## src/rtl/spi_slave_frame_if.sv

```systemverilog
// rtl/spi_slave_frame_if.sv - SPI slave frame bus bundle
//
// Groups the serial link, RAM read-data handshake and receive/error strobes
// of spi_slave_frame.
//   slave  : the frame engine (samples SS_n/MOSI/tx_*, drives MISO/rx_*/frame_err)
//   master : the SPI master + RAM wrapper side
interface spi_slave_frame_if #(
   parameter int DATA_W = 8
) ();
   logic              SS_n;
   logic              MOSI;
   logic              MISO;
   logic              tx_valid;
   logic [DATA_W-1:0] tx_data;
   logic              rx_valid;
   logic [DATA_W+1:0] rx_data;
   logic              frame_err;

   modport slave (
      input  SS_n, MOSI, tx_valid, tx_data,
      output MISO, rx_valid, rx_data, frame_err
   );

   modport master (
      output SS_n, MOSI, tx_valid, tx_data,
      input  MISO, rx_valid, rx_data, frame_err
   );
endinterface

```

## src/rtl/spi_slave_frame.sv

```systemverilog
// rtl/spi_slave_frame.sv - SPI slave frame engine between SPI master and RAM
//
// Deserialises F = DATA_W+2 bit frames {cmd[1:0], payload} from MOSI into
// rx_data/rx_valid, tracks the read-address/read-data sequence via
// rd_pending, waits for RAM read data (tx_valid/tx_data) and shifts it out
// on MISO. frame_err pulses on aborted frames and on read commands whose
// cmd[0] disagrees with rd_pending.
// Ports:
//   clk    - single clock, everything sampled/updated on the rising edge
//   rst_n  - synchronous active-low reset
//   bus    - spi_slave_frame_if.slave (SS_n, MOSI, MISO, tx_valid, tx_data,
//            rx_valid, rx_data, frame_err)
module spi_slave_frame #(
   parameter int DATA_W    = 8,
   parameter int LSB_FIRST = 0
) (
   input logic              clk,
   input logic              rst_n,
   spi_slave_frame_if.slave bus
);
   localparam int F     = DATA_W + 2;
   localparam int CNT_W = $clog2(F);
   localparam logic [CNT_W-1:0] RX_LAST = CNT_W'(F - 2);
   localparam logic [CNT_W-1:0] TX_LAST = CNT_W'(DATA_W - 1);
   localparam logic [CNT_W-1:0] CNT_ONE = CNT_W'(1);

   typedef enum logic [2:0] {
      IDLE, CHK_CMD, WRITE, READ_ADD, READ_DATA, WAIT_TX, TX, HOLD
   } state_t;

   // Maps a payload between wire order and MSB-first order; the mapping is
   // its own inverse so it serves both receive and transmit.
   function automatic logic [DATA_W-1:0] to_msb_first(input logic [DATA_W-1:0] v);
      logic [DATA_W-1:0] r;
      for (int i = 0; i < DATA_W; i++) r[i] = v[DATA_W-1-i];
      return (LSB_FIRST != 0) ? r : v;
   endfunction

   state_t            state, state_d;
   logic [CNT_W-1:0]  cnt, cnt_d;
   logic [F-2:0]      frame_sr, frame_d;
   logic [DATA_W-1:0] tx_sr, tx_d;
   logic              rd_pending, pend_d;
   logic              miso_q, miso_d;
   logic              rx_valid_q, rx_valid_d;
   logic [F-1:0]      rx_data_q, rx_data_d;
   logic              err_q, err_d;

   // Frame as it stands including the bit sampled on this edge.
   logic [F-1:0]      assembled;
   logic [DATA_W-1:0] tx_ordered;

   assign assembled  = {frame_sr, bus.MOSI};
   assign tx_ordered = to_msb_first(bus.tx_data);

   assign bus.MISO      = miso_q;
   assign bus.rx_valid  = rx_valid_q;
   assign bus.rx_data   = rx_data_q;
   assign bus.frame_err = err_q;

   always_comb begin
      state_d    = state;
      cnt_d      = cnt;
      frame_d    = frame_sr;
      tx_d       = tx_sr;
      pend_d     = rd_pending;
      miso_d     = miso_q;
      rx_valid_d = 1'b0;
      rx_data_d  = rx_data_q;
      err_d      = 1'b0;

      case (state)
         IDLE: begin
            miso_d = 1'b0;
            if (!bus.SS_n) state_d = CHK_CMD;
         end
         CHK_CMD, WRITE, READ_ADD, READ_DATA: begin
            if (bus.SS_n) begin
               state_d = IDLE;
               err_d   = 1'b1;
               miso_d  = 1'b0;
            end else begin
               frame_d = assembled[F-2:0];
               if (state == CHK_CMD) begin
                  cnt_d = '0;
                  if (!bus.MOSI)      state_d = WRITE;
                  else if (rd_pending) state_d = READ_DATA;
                  else                 state_d = READ_ADD;
               end else begin
                  cnt_d = cnt + CNT_ONE;
                  if (cnt == RX_LAST) begin
                     rx_valid_d = 1'b1;
                     rx_data_d  = {assembled[F-1:F-2], to_msb_first(assembled[DATA_W-1:0])};
                     // Read commands must carry cmd[0] equal to the pending flag;
                     // a mismatch is flagged but the frame still goes through.
                     err_d      = assembled[F-1] && (assembled[F-2] != rd_pending);
                     if (state == READ_DATA) begin
                        state_d = WAIT_TX;
                     end else begin
                        state_d = HOLD;
                        if (state == READ_ADD) pend_d = 1'b1;
                     end
                  end
               end
            end
         end
         WAIT_TX: begin
            if (bus.SS_n) begin
               state_d = IDLE;
               err_d   = 1'b1;
               miso_d  = 1'b0;
            end else if (bus.tx_valid) begin
               // First bit goes out immediately so it is on MISO the next cycle.
               miso_d  = tx_ordered[DATA_W-1];
               tx_d    = {tx_ordered[DATA_W-2:0], 1'b0};
               cnt_d   = '0;
               state_d = TX;
            end
         end
         TX: begin
            if (bus.SS_n) begin
               state_d = IDLE;
               err_d   = 1'b1;
               miso_d  = 1'b0;
            end else if (cnt == TX_LAST) begin
               miso_d  = 1'b0;
               pend_d  = 1'b0;
               state_d = HOLD;
            end else begin
               miso_d = tx_sr[DATA_W-1];
               tx_d   = {tx_sr[DATA_W-2:0], 1'b0};
               cnt_d  = cnt + CNT_ONE;
            end
         end
         HOLD: begin
            if (bus.SS_n) state_d = IDLE;
         end
         default: state_d = IDLE;
      endcase
   end

   always_ff @(posedge clk) begin
      if (!rst_n) begin
         state      <= IDLE;
         cnt        <= '0;
         frame_sr   <= '0;
         tx_sr      <= '0;
         rd_pending <= 1'b0;
         miso_q     <= 1'b0;
         rx_valid_q <= 1'b0;
         rx_data_q  <= '0;
         err_q      <= 1'b0;
      end else begin
         state      <= state_d;
         cnt        <= cnt_d;
         frame_sr   <= frame_d;
         tx_sr      <= tx_d;
         rd_pending <= pend_d;
         miso_q     <= miso_d;
         rx_valid_q <= rx_valid_d;
         rx_data_q  <= rx_data_d;
         err_q      <= err_d;
      end
   end
endmodule

```

## src/flat_wrapper.sv

```systemverilog
// flat-port wrapper written by rule: the top's interface ports become plain ports
module spi_slave_frame_flat 
#(
   parameter int DATA_W    = 8,
   parameter int LSB_FIRST = 0
)
  (clk, rst_n, bus_SS_n, bus_MOSI, bus_tx_valid, bus_tx_data, bus_MISO, bus_rx_valid, bus_rx_data, bus_frame_err);
  spi_slave_frame_if #(.DATA_W(DATA_W)) bus_i ();
  input logic clk;
  input logic rst_n;
  input wire logic [$bits(bus_i.SS_n)-1:0] bus_SS_n;
  input wire logic [$bits(bus_i.MOSI)-1:0] bus_MOSI;
  input wire logic [$bits(bus_i.tx_valid)-1:0] bus_tx_valid;
  input wire logic [$bits(bus_i.tx_data)-1:0] bus_tx_data;
  output wire logic [$bits(bus_i.MISO)-1:0] bus_MISO;
  output wire logic [$bits(bus_i.rx_valid)-1:0] bus_rx_valid;
  output wire logic [$bits(bus_i.rx_data)-1:0] bus_rx_data;
  output wire logic [$bits(bus_i.frame_err)-1:0] bus_frame_err;
  assign bus_i.SS_n = bus_SS_n;
  assign bus_i.MOSI = bus_MOSI;
  assign bus_i.tx_valid = bus_tx_valid;
  assign bus_i.tx_data = bus_tx_data;
  assign bus_MISO = bus_i.MISO;
  assign bus_rx_valid = bus_i.rx_valid;
  assign bus_rx_data = bus_i.rx_data;
  assign bus_frame_err = bus_i.frame_err;
  spi_slave_frame #(.DATA_W(DATA_W), .LSB_FIRST(LSB_FIRST)) u_core (.clk(clk), .rst_n(rst_n), .bus(bus_i));
endmodule
```

## config.mk

```make
export PLATFORM = sky130hd
export DESIGN_NAME = spi_slave_frame_flat
export DESIGN_NICKNAME = d
export VERILOG_FILES = /design/src/rtl/spi_slave_frame_if.sv /design/src/rtl/spi_slave_frame.sv /design/src/flat_wrapper.sv
export SDC_FILE = /design/constraint.sdc
export NUM_CORES = 1
export LEC_CHECK = 0
export CAP_MARGIN = 25
export CORE_MARGIN = 4
export CORE_UTILIZATION = 45
export DETAILED_ROUTE_END_ITERATION = 7
export PLACE_DENSITY = 0.68
export SLEW_MARGIN = 20
export SYNTH_ARGS = -nofsm -noshare
export SYNTH_HDL_FRONTEND = slang
export SYNTH_SLANG_ARGS = --single-unit
```

## constraint.sdc

```tcl
create_clock -name clk -period 2.2 [get_ports clk]
set_clock_uncertainty 0.05 [all_clocks]
set_input_delay 0.33 -clock clk [delete_from_list [all_inputs] [get_ports clk]]
set_output_delay 0.33 -clock clk [all_outputs]
set_load 0.03 [all_outputs]
```

# Word level (Yosys, flattened, before mapping)

Index checks and enable logic that the tools add are counted.

Register bits: 38
Bits in latches: 0
Memories: 0
Memory bits (writable): 0
ROM bits: 0
Output and inout bits: 13
Logic and storage cells: 101

Muxes and demuxes: 45
Divide/modulo/power cells: 0
Shift-type cells: 0
Multipliers: 0
Equal/unequal tests: 26
Magnitude comparators: 0
Reduce and logical (&&, ||, !) cells: 16
Bitwise operators: 4
Add/subtract/negate cells: 1

Operators with widths:

| kind                                                  | number |
|---|---|
| 2-to-1 mux 3 bit                                      | 11 |
| 2-to-1 mux 8 bit                                      | 4 |
| 2-to-1 mux 4 bit                                      | 6 |
| inequality test 2 bit, second input constant          | 10 |
| 2-to-1 mux 1 bit                                      | 17 |
| case mux 8 bit (2 select lines)                       | 1 |
| case mux 3 bit (5 select lines)                       | 1 |
| == test 3 bit, second input constant                  | 4 |
| case mux 4 bit (3 select lines)                       | 1 |
| AND reduction 5 bit                                   | 2 |
| AND reduction 8 bit                                   | 1 |
| OR reduction 4 bit                                    | 2 |
| == test 3 x 2 -> 1 bit, second input constant         | 2 |
| inequality test 2 x 1 -> 1 bit, second input constant | 3 |
| AND reduction 6 bit                                   | 1 |
| adder 4 x 1 -> 4 bit, second input constant           | 1 |
| == test 4 x 3 -> 1 bit, second input constant         | 1 |
| == test 4 bit, second input constant                  | 1 |
| inequality test 4 x 2 -> 1 bit, second input constant | 1 |
| inverter 1 bit                                        | 4 |
| case mux 1 bit (2 select lines)                       | 2 |
| case mux 1 bit (4 select lines)                       | 1 |
| AND reduction 4 bit                                   | 1 |
| nonzero test 2 bit                                    | 2 |
| other kinds (12)                                      | 12 |

# Logic depth before layout (Yosys ltp)

Word-level depth: 7
Depth in mapped cells: 7

# Worst setup path before layout

No wires, ideal clock.

Path kind: register to register
Start point: register u_core.state[2]
End point: register u_core.rx_data_q[0] (netlist: u_core.bus.rx_data[0])
Required time: 2022 ps
Cell stages (with the launch flop): 7
Path slack: 533 ps
Library setup time: 128 ps
Arrival time: 1490 ps
Period minus slack after synthesis: 1667 ps
Cells stage by stage: dfxtp_1 > buf_4 > or3b_4 > a211oi_4 > buf_6 > mux2i_1 > nor2_1

Word-level cells in the longest chain between the ends: 3
Elaborated cells between the ends (all ways): 7
Classes of those cells: eq/ne (4); bitwise (1); reduce/logical (2)

Ends and longest elaborated chain:

| what                                                        | line                   | source |
|---|---|---|
| start, declared                                             | spi_slave_frame.sv:39  | `state_t state, state_d;` |
| start signal, assigned                                      | spi_slave_frame.sv:154 | `state <= state_d;` |
| == test 3 x 2 -> 1 bit (tied with other cells)              | spi_slave_frame.sv:72  | `case (state)` |
| OR reduction 4 bit / inverter 1 bit (equally long branches) | -                      |  |
| AND reduction 4 bit (no source line) *                      | -                      |  |
| end signal, assigned                                        | spi_slave_frame.sv:161 | `rx_data_q <= rx_data_d;` |
| end, declared                                               | spi_slave_frame.sv:46  | `logic [F-1:0] rx_data_q, rx_data_d;` |

Mark *: on every way between the ends. The rest lies on a longest branch, timed or not.
A chain may end at the register's enable or synchronous reset.

# Worst setup path in the final report

Start point: register u_core.state[0]
End point: register u_core.cnt[2]

Word-level cells in the longest chain between the ends: 4
Elaborated cells between the ends (all ways): 17
Classes of those cells: eq/ne (11); mux (3); reduce/logical (3)

Ends and longest elaborated chain:

| what                                                                                           | line                                         | source |
|---|---|---|
| == test 3 x 2 -> 1 bit (tied with other cells)                                                 | spi_slave_frame.sv:72                        |  |
| OR reduction 4 bit / 2-to-1 mux 4 bit (equally long branches)                                  | spi_slave_frame.sv:72, spi_slave_frame.sv:84 |  |
| inequality test 2 bit (no source line) (tied with other cells)                                 | -                                            |  |
| AND reduction 6 bit (no source line) / case mux 4 bit (3 select lines) (equally long branches) | -                                            |  |
| end signal, assigned                                                                           | spi_slave_frame.sv:155                       | `cnt <= cnt_d;` |
| end, declared                                                                                  | spi_slave_frame.sv:40                        | `logic [CNT_W-1:0] cnt, cnt_d;` |

Parallel ways exist; a longest one is shown, timed or not. The select of a mux whose other input is x is not followed.

==> impl_metrics.toml <==
[outcome]
status = "completed"

[route]
drt_wl_total_um = 4100
wire_per_inst_um = 14.3
dr_total_vias = 1619
first_pass_iters = 5
drt_iter0_drc = 83
antenna_left = 0
drcViolationCount = 0
via_per_inst = 5.64

[clock_tree]
cts_tree = "built"
clk_pin_slew_worst_paths_ps = 80
ctsHoldBuffers = 0
cts_root_buf = "clkbuf_8"
cts_resized = 0
cts_buffer_depth = 2
cts_setup_buffers = 0
clock_sinks = 37
cts_buffers = 5
clk-insertion-delay-late_ps = 300
htreeDepth = 2

[power]
peakVddDrop_v = 0.000388
power.density_cell_area_mw_per_mm2 = 671
seq_power_share_pct = 45.7
p_switching_uw = 416
netSwitchingFraction_pct = 26.7
intPower_uw = 1140
combPwrFrac_pct = 15.9
p_leak_uw = 0.000842
clkPwrFrac_pct = 38.5

[floorplan]
rows = 23
start_util_pct = 46.7
fp.dieH_um = 72.5
ioPinCount = 26
core_sq_mm = 0.00400
die_x_um = 72.5
die_area_sq_mm = 0.00525

[cells_and_area]
layout-drive-gt1-share_pct = 11.4
synthToLayoutAreaGrowth_pct = 24.2
design_area_sq_mm = 0.00232
seq_area_sq_um = 741
fillers = 370
fin_nets = 251
num_antenna_cells = 0
multi_input_area_sq_mm = 0.00102

[synthesis]
yosysTopAreaCell = "dfxtp_1"
synth_ff_type = "dfxtp_1"
synth_seq_cells = 37
yosysWarnings = 0
synthArstFlopShare_pct = 0
syn_inst = 208
synth_area_per_cell_sq_um = 8.99
synth.area.top_cells = "dfxtp_1 (40%), mux2i_1 (11%), nor2_1 (5.0%)"
synth_cell_type_count = 51
yosysSeqAreaShare_pct = 39.6
synth_enable_flop_cells = 0
syn_area_sq_mm = 0.00187
synth_top_area_share_pct = 39.6
synth_nets = 223

[timing]
holdWs_ps = 444
layout_worst_path_cycle_share_pct = 85.7
finalCriticalPeriod_ps = 1880
grt_setup_unrepaired = "no"
max_freq_mhz = 531
tightest_slew_ps = 663
slew_headroom_pct = 55.4
finalSetupViolCount = 0
report.final.slew_viol_count = 0
hold_viol = 0
timing.setup.tns_ps = 0

[global_routing]
grt_pass1_wl_um = 6790
first_global_vias = 1454
grt_antenna_before_repair = 0
grt_max_degree = 17
grt_use_total_pct = 16.6
grt.overflow.total = 0

[flow_run]
cap_violations = 0

[worst_setup_path]
crit_required_ps = 2320
start_kind = "flop"
r2r_start = "u_core.state[0]"
crit_buf_inv = 1
cp_max_fo = 9
crit_path_start = "u_core.state[0]"
worstSetupPathType = "flop to flop"
cpPeakStageDelay_ps = 530
endpoint_kind = "flop"
cp_cell_sequence = "buf_4 -> nor2b_1 -> nor2_1 -> a2111oi_0 -> o22ai_1"
cp_slowest_cell = "dfxtp_1"
cpLargestDelayFamily = "compound AO/OA/AOI/OAI gates"
crit_arrival_ps = 2010

[place]
port-buffer-count = 25
dp_hpwl_um = 2860
gp_congestion = 0.926
place_area_sq_mm = 0.00221

[hold_path]
worstHoldPathType = "flop to flop"
holdCritStartpoint = "u_core.bus.rx_data[6]"
-- placed cells by master, fill, tap and decap left out, drive strengths merged, types with 2 or more instances in the layout --
cell / n
clkbuf: 6
clkdlybuf4s50: 25
inv: 6
or3: 2
dfxtp: 37
nor3: 2
nand3b: 3
a31oi: 3
a32oi: 2
nand2b: 6
a311oi: 6
and3b: 5
and2: 2
nor2b: 4
a2111oi: 2
mux2i: 20
ha: 2
nand2: 13
o22ai: 4
a311o: 2
a21oi: 12
a211oi: 3
nor2: 25
buf: 13
nand3: 9
o221a: 2
-- stage by stage --
| stage | cells | power [uW] | worst slack [ps] | utilization [%] |
|---|---|---|---|---|
| 6_report | 287 | 1560 | 315 | 58.0 |
| 3_5_place_dp | 279 | 969 | 86.6 | 55.2 |
| 2_1_floorplan | 208 | 891 | 533 | - |
| 3_3_place_gp | 279 | 971 | 124 | 55.2 |
| 4_1_cts | 287 | 1570 | 331 | 58.0 |
| 5_1_grt | 287 | 1630 | 117 | 58.0 |
-- cells by family after synthesis --
group / after synthesis / synth area share (%)
flops: 37 / 39.6
mux: 20 / 10.7
simple gates: 78 / 22.4
buf+inv: 23 / 5.62
compound gates: 46 / 19.3
fa+ha+maj: 3 / 1.87
xor+xnor: 1 / 0.469
-- flip-flops by register name, indices dropped and copies added (netlist names) --
register and flops:
u_core.bus.rx_valid 1, u_core.bus.rx_data 10, u_core.rd_pending 1, u_core.frame_sr 9, u_core.bus.frame_err 1, u_core.cnt 4, u_core.state 3, u_core.bus.MISO 1
u_core.tx_sr 7
-- cell type report --
class | count | share of cell area, %
clock buffers | 6 | 3.13
clock inverters | 2 | 1.67
multi-input cells | 148 | 44.1
well taps | 50 | 2.70
flip-flops and latches | 37 | 31.9
repair buffers | 38 | 15.5
inverters | 6 | 0.970
-- worst reg2reg max path: cells and delay by family (launching register included) --
kind                   cells  cell delay (ps)
flip-flops                 1              530
AND/OR/NAND/NOR            2              390
AO/OA/AOI/OAI              2              550
buffers and inverters      1              230
-- synth_stat cells, drive strengths merged (2+ instances only) --
cell and n:
a21oi 12, nand2 13, ha 2, nand3b 3, and2 2, mux2i 20
a2111oi 2, nor3 2, clkbuf 10, nor2 25, nor2b 4, dfxtp 37
a32oi 2, buf 7, nand2b 6, a311o 2, a311oi 6, a31oi 3
o22ai 4, or3 2, and3b 5, nand3 9, o221a 2, inv 6
a211oi 3
-- worst paths after layout --
path | to | slack, ps | cells past startpoint
min reg2reg | u_core.bus.rx_data[6] | 440 | 2
max | u_core.cnt[2] | 320 | 5
max reg2reg | u_core.cnt[2] | 320 | 5
min | u_core.bus.rx_data[6] | 440 | 2
-- power by group through the flow --
stage                     Sequential (uW)  Combinational (uW)  Clock [uW]
final                                 711                 247         599
after floorplan                       716                 175           0
after CTS                             710                 245         613
after global placement                726                 246           0
after global routing                  713                 271         645
after detailed placement              726                 243           0
-- routing by layer --
metal  wire length (um)  track usage, %
met1               2040            23.7
met2               1760            22.5
met3                255            6.51
met4                 38            5.74
met5                  0               0
Note: power is estimated with default switching activity, not from simulation.
